File: config.mk
export PLATFORM = sky130hd
export DESIGN_NAME = alu_share_arbiter
export DESIGN_NICKNAME = d
export VERILOG_FILES = /design/src/rtl/alu_share_arbiter.sv
export SDC_FILE = /design/constraint.sdc
export NUM_CORES = 1
export LEC_CHECK = 0
export CAP_MARGIN = 20
export CORE_AREA = 2 2 208 210
export CTS_CLUSTER_SIZE = 14
export DETAILED_ROUTE_END_ITERATION = 16
export DIE_AREA = 0 0 210 212
export SYNTH_ARGS = -nofsm -noshare
export SYNTH_HDL_FRONTEND = slang
export SYNTH_SLANG_ARGS = --single-unit
File: constraint.sdc
create_clock -name clk -period 1.8 [get_ports clk]
set_input_delay 0.45 -clock clk [delete_from_list [all_inputs] [get_ports clk]]
set_output_delay 0.45 -clock clk [all_outputs]
set_load 0.03 [all_outputs]
File: src/rtl/alu_share_arbiter.sv
`default_nettype none
// ============================================================================
//  Module      : alu_share_arbiter
//  Description : Time-shares one combinational ALU between two requesters.
//                Round-robin arbitration picks one request at a time. Its
//                operands are held in registers so the ALU inputs stay
//                constant for a full execute cycle. The ALU result and flags
//                are captured and returned on a valid/ready response channel,
//                tagged with the ID of the requester.
//  Revision    : 1.0 - initial release
// ----------------------------------------------------------------------------
//  Ports
//    clk                     system clock, rising edge
//    reset                   asynchronous reset, active low
//    req{0,1}_valid/ready    request handshake, one per requester
//    req{0,1}_op/a/b         ALU op code and operands of each requester
//    alu_a/alu_b/alu_cntrl   registered operands and op select to the ALU
//    alu_result/alu_flags    combinational ALU outputs {N,Z,V,C}
//    resp_valid/ready        response handshake
//    resp_id/result/flags    captured response, tagged with requester ID
//    resp_err                op code was illegal (result/flags forced to 0)
// ============================================================================
module alu_share_arbiter #(
    parameter int WIDTH = 64
) (
    input  logic             clk,
    input  logic             reset,

    input  logic             req0_valid,
    output logic             req0_ready,
    input  logic [2:0]       req0_op,
    input  logic [WIDTH-1:0] req0_a,
    input  logic [WIDTH-1:0] req0_b,

    input  logic             req1_valid,
    output logic             req1_ready,
    input  logic [2:0]       req1_op,
    input  logic [WIDTH-1:0] req1_a,
    input  logic [WIDTH-1:0] req1_b,

    output logic [WIDTH-1:0] alu_a,
    output logic [WIDTH-1:0] alu_b,
    output logic [2:0]       alu_cntrl,
    input  logic [WIDTH-1:0] alu_result,
    input  logic [3:0]       alu_flags,

    output logic             resp_valid,
    input  logic             resp_ready,
    output logic             resp_id,
    output logic [WIDTH-1:0] resp_result,
    output logic [3:0]       resp_flags,
    output logic             resp_err
);

    // ------------------------------------------------------------------
    // State encoding
    // ------------------------------------------------------------------
    localparam logic [1:0] S_IDLE = 2'd0;
    localparam logic [1:0] S_EXEC = 2'd1;
    localparam logic [1:0] S_RESP = 2'd2;

    // Op codes the ALU mux implements; 001 and 111 are not legal.
    localparam logic [2:0] C_OP_PASSB = 3'b000;
    localparam logic [2:0] C_OP_ADD   = 3'b010;
    localparam logic [2:0] C_OP_SUB   = 3'b011;
    localparam logic [2:0] C_OP_AND   = 3'b100;
    localparam logic [2:0] C_OP_OR    = 3'b101;
    localparam logic [2:0] C_OP_XOR   = 3'b110;

    logic [1:0]       r_state;
    logic [1:0]       w_next_state;

    logic             r_last_grant;
    logic [2:0]       r_op;
    logic [WIDTH-1:0] r_a;
    logic [WIDTH-1:0] r_b;
    logic             r_id;

    logic             r_resp_id;
    logic [WIDTH-1:0] r_resp_result;
    logic [3:0]       r_resp_flags;
    logic             r_resp_err;

    logic             w_grant0;
    logic             w_grant1;
    logic             w_accept;
    logic             w_op_legal;

    // ------------------------------------------------------------------
    // Round-robin grant. If only one requester is valid, it wins. If both
    // are valid, the one that was not granted last time wins. Exactly one
    // of the two grants can be high.
    // ------------------------------------------------------------------
    always_comb begin
        w_grant0 = req0_valid & (~req1_valid | r_last_grant);
        w_grant1 = req1_valid & (~req0_valid | ~r_last_grant);
    end

    always_comb begin
        w_op_legal = 1'b0;
        case (r_op)
            C_OP_PASSB, C_OP_ADD, C_OP_SUB,
            C_OP_AND, C_OP_OR, C_OP_XOR: w_op_legal = 1'b1;
            default:                     w_op_legal = 1'b0;
        endcase
    end

    // ------------------------------------------------------------------
    // FSM: state register
    // ------------------------------------------------------------------
    always_ff @(posedge clk or negedge reset) begin
        if (!reset) begin
            r_state <= S_IDLE;
        end else begin
            r_state <= w_next_state;
        end
    end

    // ------------------------------------------------------------------
    // FSM: next-state logic
    // ------------------------------------------------------------------
    always_comb begin
        w_next_state = r_state;
        case (r_state)
            S_IDLE:  if (w_accept)   w_next_state = S_EXEC;
            S_EXEC:                  w_next_state = S_RESP;
            S_RESP:  if (resp_ready) w_next_state = S_IDLE;
            default:                 w_next_state = S_IDLE;
        endcase
    end

    // ------------------------------------------------------------------
    // FSM: outputs. Ready is also gated by reset, so that all outputs
    // read 0 as soon as reset is asserted, even while requesters are
    // still driving valid.
    // ------------------------------------------------------------------
    always_comb begin
        req0_ready = 1'b0;
        req1_ready = 1'b0;
        resp_valid = 1'b0;
        w_accept   = 1'b0;
        case (r_state)
            S_IDLE: begin
                req0_ready = w_grant0 & reset;
                req1_ready = w_grant1 & reset;
                w_accept   = w_grant0 | w_grant1;
            end
            S_RESP: begin
                resp_valid = 1'b1;
            end
            default: begin
                req0_ready = 1'b0;
                req1_ready = 1'b0;
                resp_valid = 1'b0;
                w_accept   = 1'b0;
            end
        endcase
    end

    // ------------------------------------------------------------------
    // Operand capture. These registers only change on an accepted
    // request, so the ALU inputs stay at their last values in IDLE and
    // RESP and do not glitch between ops.
    // ------------------------------------------------------------------
    always_ff @(posedge clk or negedge reset) begin
        if (!reset) begin
            r_last_grant <= 1'b1;
            r_op         <= 3'd0;
            r_a          <= '0;
            r_b          <= '0;
            r_id         <= 1'b0;
        end else if ((r_state == S_IDLE) && w_accept) begin
            r_last_grant <= w_grant1;
            r_id         <= w_grant1;
            r_op         <= w_grant1 ? req1_op : req0_op;
            r_a          <= w_grant1 ? req1_a  : req0_a;
            r_b          <= w_grant1 ? req1_b  : req0_b;
        end
    end

    // ------------------------------------------------------------------
    // Response capture at the end of the single EXEC cycle. For an
    // illegal op, whatever the ALU mux returns is discarded.
    // ------------------------------------------------------------------
    always_ff @(posedge clk or negedge reset) begin
        if (!reset) begin
            r_resp_id     <= 1'b0;
            r_resp_result <= '0;
            r_resp_flags  <= 4'd0;
            r_resp_err    <= 1'b0;
        end else if (r_state == S_EXEC) begin
            r_resp_id <= r_id;
            if (w_op_legal) begin
                r_resp_result <= alu_result;
                r_resp_flags  <= alu_flags;
                r_resp_err    <= 1'b0;
            end else begin
                r_resp_result <= '0;
                r_resp_flags  <= 4'd0;
                r_resp_err    <= 1'b1;
            end
        end
    end

    assign alu_a       = r_a;
    assign alu_b       = r_b;
    assign alu_cntrl   = r_op;

    assign resp_id     = r_resp_id;
    assign resp_result = r_resp_result;
    assign resp_flags  = r_resp_flags;
    assign resp_err    = r_resp_err;

endmodule
`default_nettype wire
==> flow_metrics.tcl <==
set metrics [dict create \
    status "complete, but fails checks" \
    violations "negative setup slack" \
    rows 76 \
    die_area_um2 44500 \
    insertion_delay_ns 0.55 \
    start_util_pct 22.8 \
    die-height_um 212 \
    placed_area_um2 16100 \
    reg2reg_slack_ns -0.22 \
    clk_pin_slew_ns 0.06 \
    setup_viol 109 \
    rsz0062_at_grt "true" \
    vias 7480 \
    setup_slack_ns -0.216 \
    wl_per_cell_um 19.7 \
    gp_congestion 0.747 \
    r2r_start "r_last_grant$_DFFE_PN1P_" \
    startpoint_type "flip-flop" \
    synth_cell_types 20 \
    first_pass_iters 4 \
    wirelength_um 34600 \
    fin_cells 1760 \
    die-width_um 210 \
    min_period_ns 2.02 \
    final_nets 1528 \
    finalMaxSlewViolations 0 \
    drv_cap 0 \
    ys_seq_area_share_pct 53.0 \
    fmax_ghz 0.496 \
    p_leak_nw 8.16 \
    placedCellCount 1687 \
    grt_antenna_before_repair 1 \
    slew_headroom_pct 44.1 \
    drc 0 \
    cp.arrival_ns 2.43 \
    overflow 0 \
    tritoncts "built" \
    coreArea_um2 42500 \
    hp-class "input port to async pin" \
    timing.rr.end "alu_a[11]$_DFFE_PN0P_" \
    ios 539 \
    ctsHoldBuffers 0 \
    reg2regPathDepth 8 \
    gr-usage-all-layers_pct 14.7 \
    whs_ns 0.0507 \
    cts.sinks 205 \
    crit_required_ns 2.22 \
    syn_to_final_growth_pct 82.4 \
    hold_viol 0 \
    cts_buffers 26 \
    via_per_inst 4.25 \
    crit_fanout 6 \
    finClkSkew_ns 0.0166 \
    synth_seq_cells 205 \
    avgSynthCellArea_um2 16.1 \
    syn-num-nets 936 \
    grt_max_degree 142 \
    dp.final_hpwl_um 25000 \
    cts_buffer_depth 3 \
    cts-root-buf "clkbuf_16" \
    cp-end-kind "flip-flop" \
    grt_pass1_wl_um 50300 \
    ant_nets 0 \
    powerDensity_nw_per_um2 1770 \
    finalInstanceArea_um2 17700 \
    grt_pass1_vias 8289 \
    min_period_over_period_pct 112 \
    numPortBuffers 538 \
    htree_levels 1 \
    syn_area_um2 9690 \
    worst_pin_slew_ns 0.839 \
    synth_warnings 0 \
    drive_above_1_share_pct 38.6 \
    startpoint "r_last_grant$_DFFE_PN1P_" \
    initialDrtViolationCount 226 \
    worst_ir_drop_vdd_mv 1.10 \
    critical_path_class "flip-flop to flip-flop" \
    syn_inst 601 \
]
==> registers in the layout (all words and copies together) (netlist names) <==
register,cells
alu_a,64
alu_b,64
alu_cntrl,3
r_id,1
r_last_grant,1
r_state,2
resp_err,1
resp_flags,4
resp_id,1
resp_result,64
==> where the power goes <==
group,total (mW),internal [mW],switching (mW)
logic,17.3,8.42,8.91
clock network,5.56,3.34,2.22
registers,8.37,6.92,1.45
==> worst max path at each step <==
stage | end | slack [ns]
after floorplan | req1_ready | 0.02
after global placement | alu_a[45]$_DFFE_PN0P_ | -0.45
after detailed placement | alu_b[11]$_DFFE_PN0P_ | -0.46
after CTS | req0_ready | -0.28
after global routing | alu_a[5]$_DFFE_PN0P_ | -0.28
final | alu_a[11]$_DFFE_PN0P_ | -0.22
==> synth_stat cells <==
cell / n / area share (%)
a22o_1: 68 / 6.1
o21ai_0: 3 / 0.15
clkbuf_1: 9 / 0.35
xnor2_1: 1 / 0.090
nor2_1: 3 / 0.12
inv_1: 2 / 0.078
o21a_1: 1 / 0.078
buf_1: 3 / 0.12
a21bo_1: 1 / 0.10
mux2_2: 107 / 12
buf_8: 1 / 0.15
buf_4: 5 / 0.39
dfstp_2: 1 / 0.27
a21oi_1: 2 / 0.10
buf_6: 9 / 1.0
mux2_4: 158 / 24
nand2b_1: 2 / 0.13
dfrtp_1: 204 / 53
nand2_1: 3 / 0.12
buf_2: 18 / 0.93
==> critical path, cell delays in order, from the launching register on <==
cell and delay, ns:
dfstp_2 0.57, a21bo_4 0.16, buf_8 0.11, buf_12 0.10, buf_12 0.15, buf_12 0.12
buf_12 0.11, mux2_4 0.29, mux2_4 0.25
==> layer usage <==
| layer | vias to the layer above | part of all wire, % | track usage (%) |
|---|---|---|---|
| met3 | 54 | 8.7 | 4.95 |
| met4 | 0 | 3.0 | 4.38 |
| li1 | 3398 | - | - |
| met1 | 3660 | 38 | 16.4 |
| met2 | 368 | 50 | 26.5 |
| met5 | - | 0 | 0 |
==> placed cells by master (no fill, tap or decap), types with 2 or more instances in the layout <==
cell type and instances:
clkdlybuf4s50_1 333, mux2_4 259, dfrtp_1 202, clkdlybuf4s15_1 88, a22o_1 68, dlygate4sd2_1 46, clkbuf_2 39, clkbuf_16 29
buf_12 28, buf_4 26, clkdlybuf4s15_2 22, buf_8 10, buf_6 9, mux2_2 6, clkinv_2 5, clkinvlp_4 5
clkbuf_8 4, nor2_4 3, inv_6 3, bufinv_16 3, buf_16 3, o21ai_0 2, nand2_1 2, dfrtp_2 2
buf_2 2
==> final cells by class <==
| class | instances | area [µm²] |
|---|---|---|
| Fill cell | 3996 | 24800 |
| Timing Repair Buffer | 609 | 6220 |
| Sequential cell | 205 | 5130 |
| Multi-Input combinational cell | 349 | 4710 |
| Clock buffer | 32 | 734 |
| Tap cell | 546 | 683 |
| Clock inverter | 16 | 179 |
| Inverter | 2 | 7.51 |
| Antenna cell | 1 | 2.50 |
==> stage by stage <==
step	utilization, %	setup TNS, ns	worst slack, ns	power, mW
global route	41.6	-19.50	-0.284	32.7
finish	41.6	-12.70	-0.216	31.3
detailed placement	38.0	-55.78	-0.460	25.9
CTS	41.6	-20.36	-0.283	31.4
global placement	38.0	-54.30	-0.451	25.8
floorplan	-	0	0.0188	18.3
==> cell families (layout without fill, tap and decap cells) <==
logic type,count (synthesis),in the layout,synth area share [%]
other,0,1,0
buffers and inverters,47,659,3.06
multiplexers,265,265,36.9
AO/OA/AOI/OAI,75,75,6.59
AND/OR/NAND/NOR,8,8,0.362
XOR/XNOR,1,1,0.0904
flip-flops,205,205,53.0
==> what timing repair did <==
action	in CTS	in global routing
gates cloned	5	2
resized for setup	438	142
pin swaps	3	5
setup buffers	13	10
endpoints found under the hold margin	0	0
setup endpoints to repair	288	235
(Power assumes the default switching activity.)
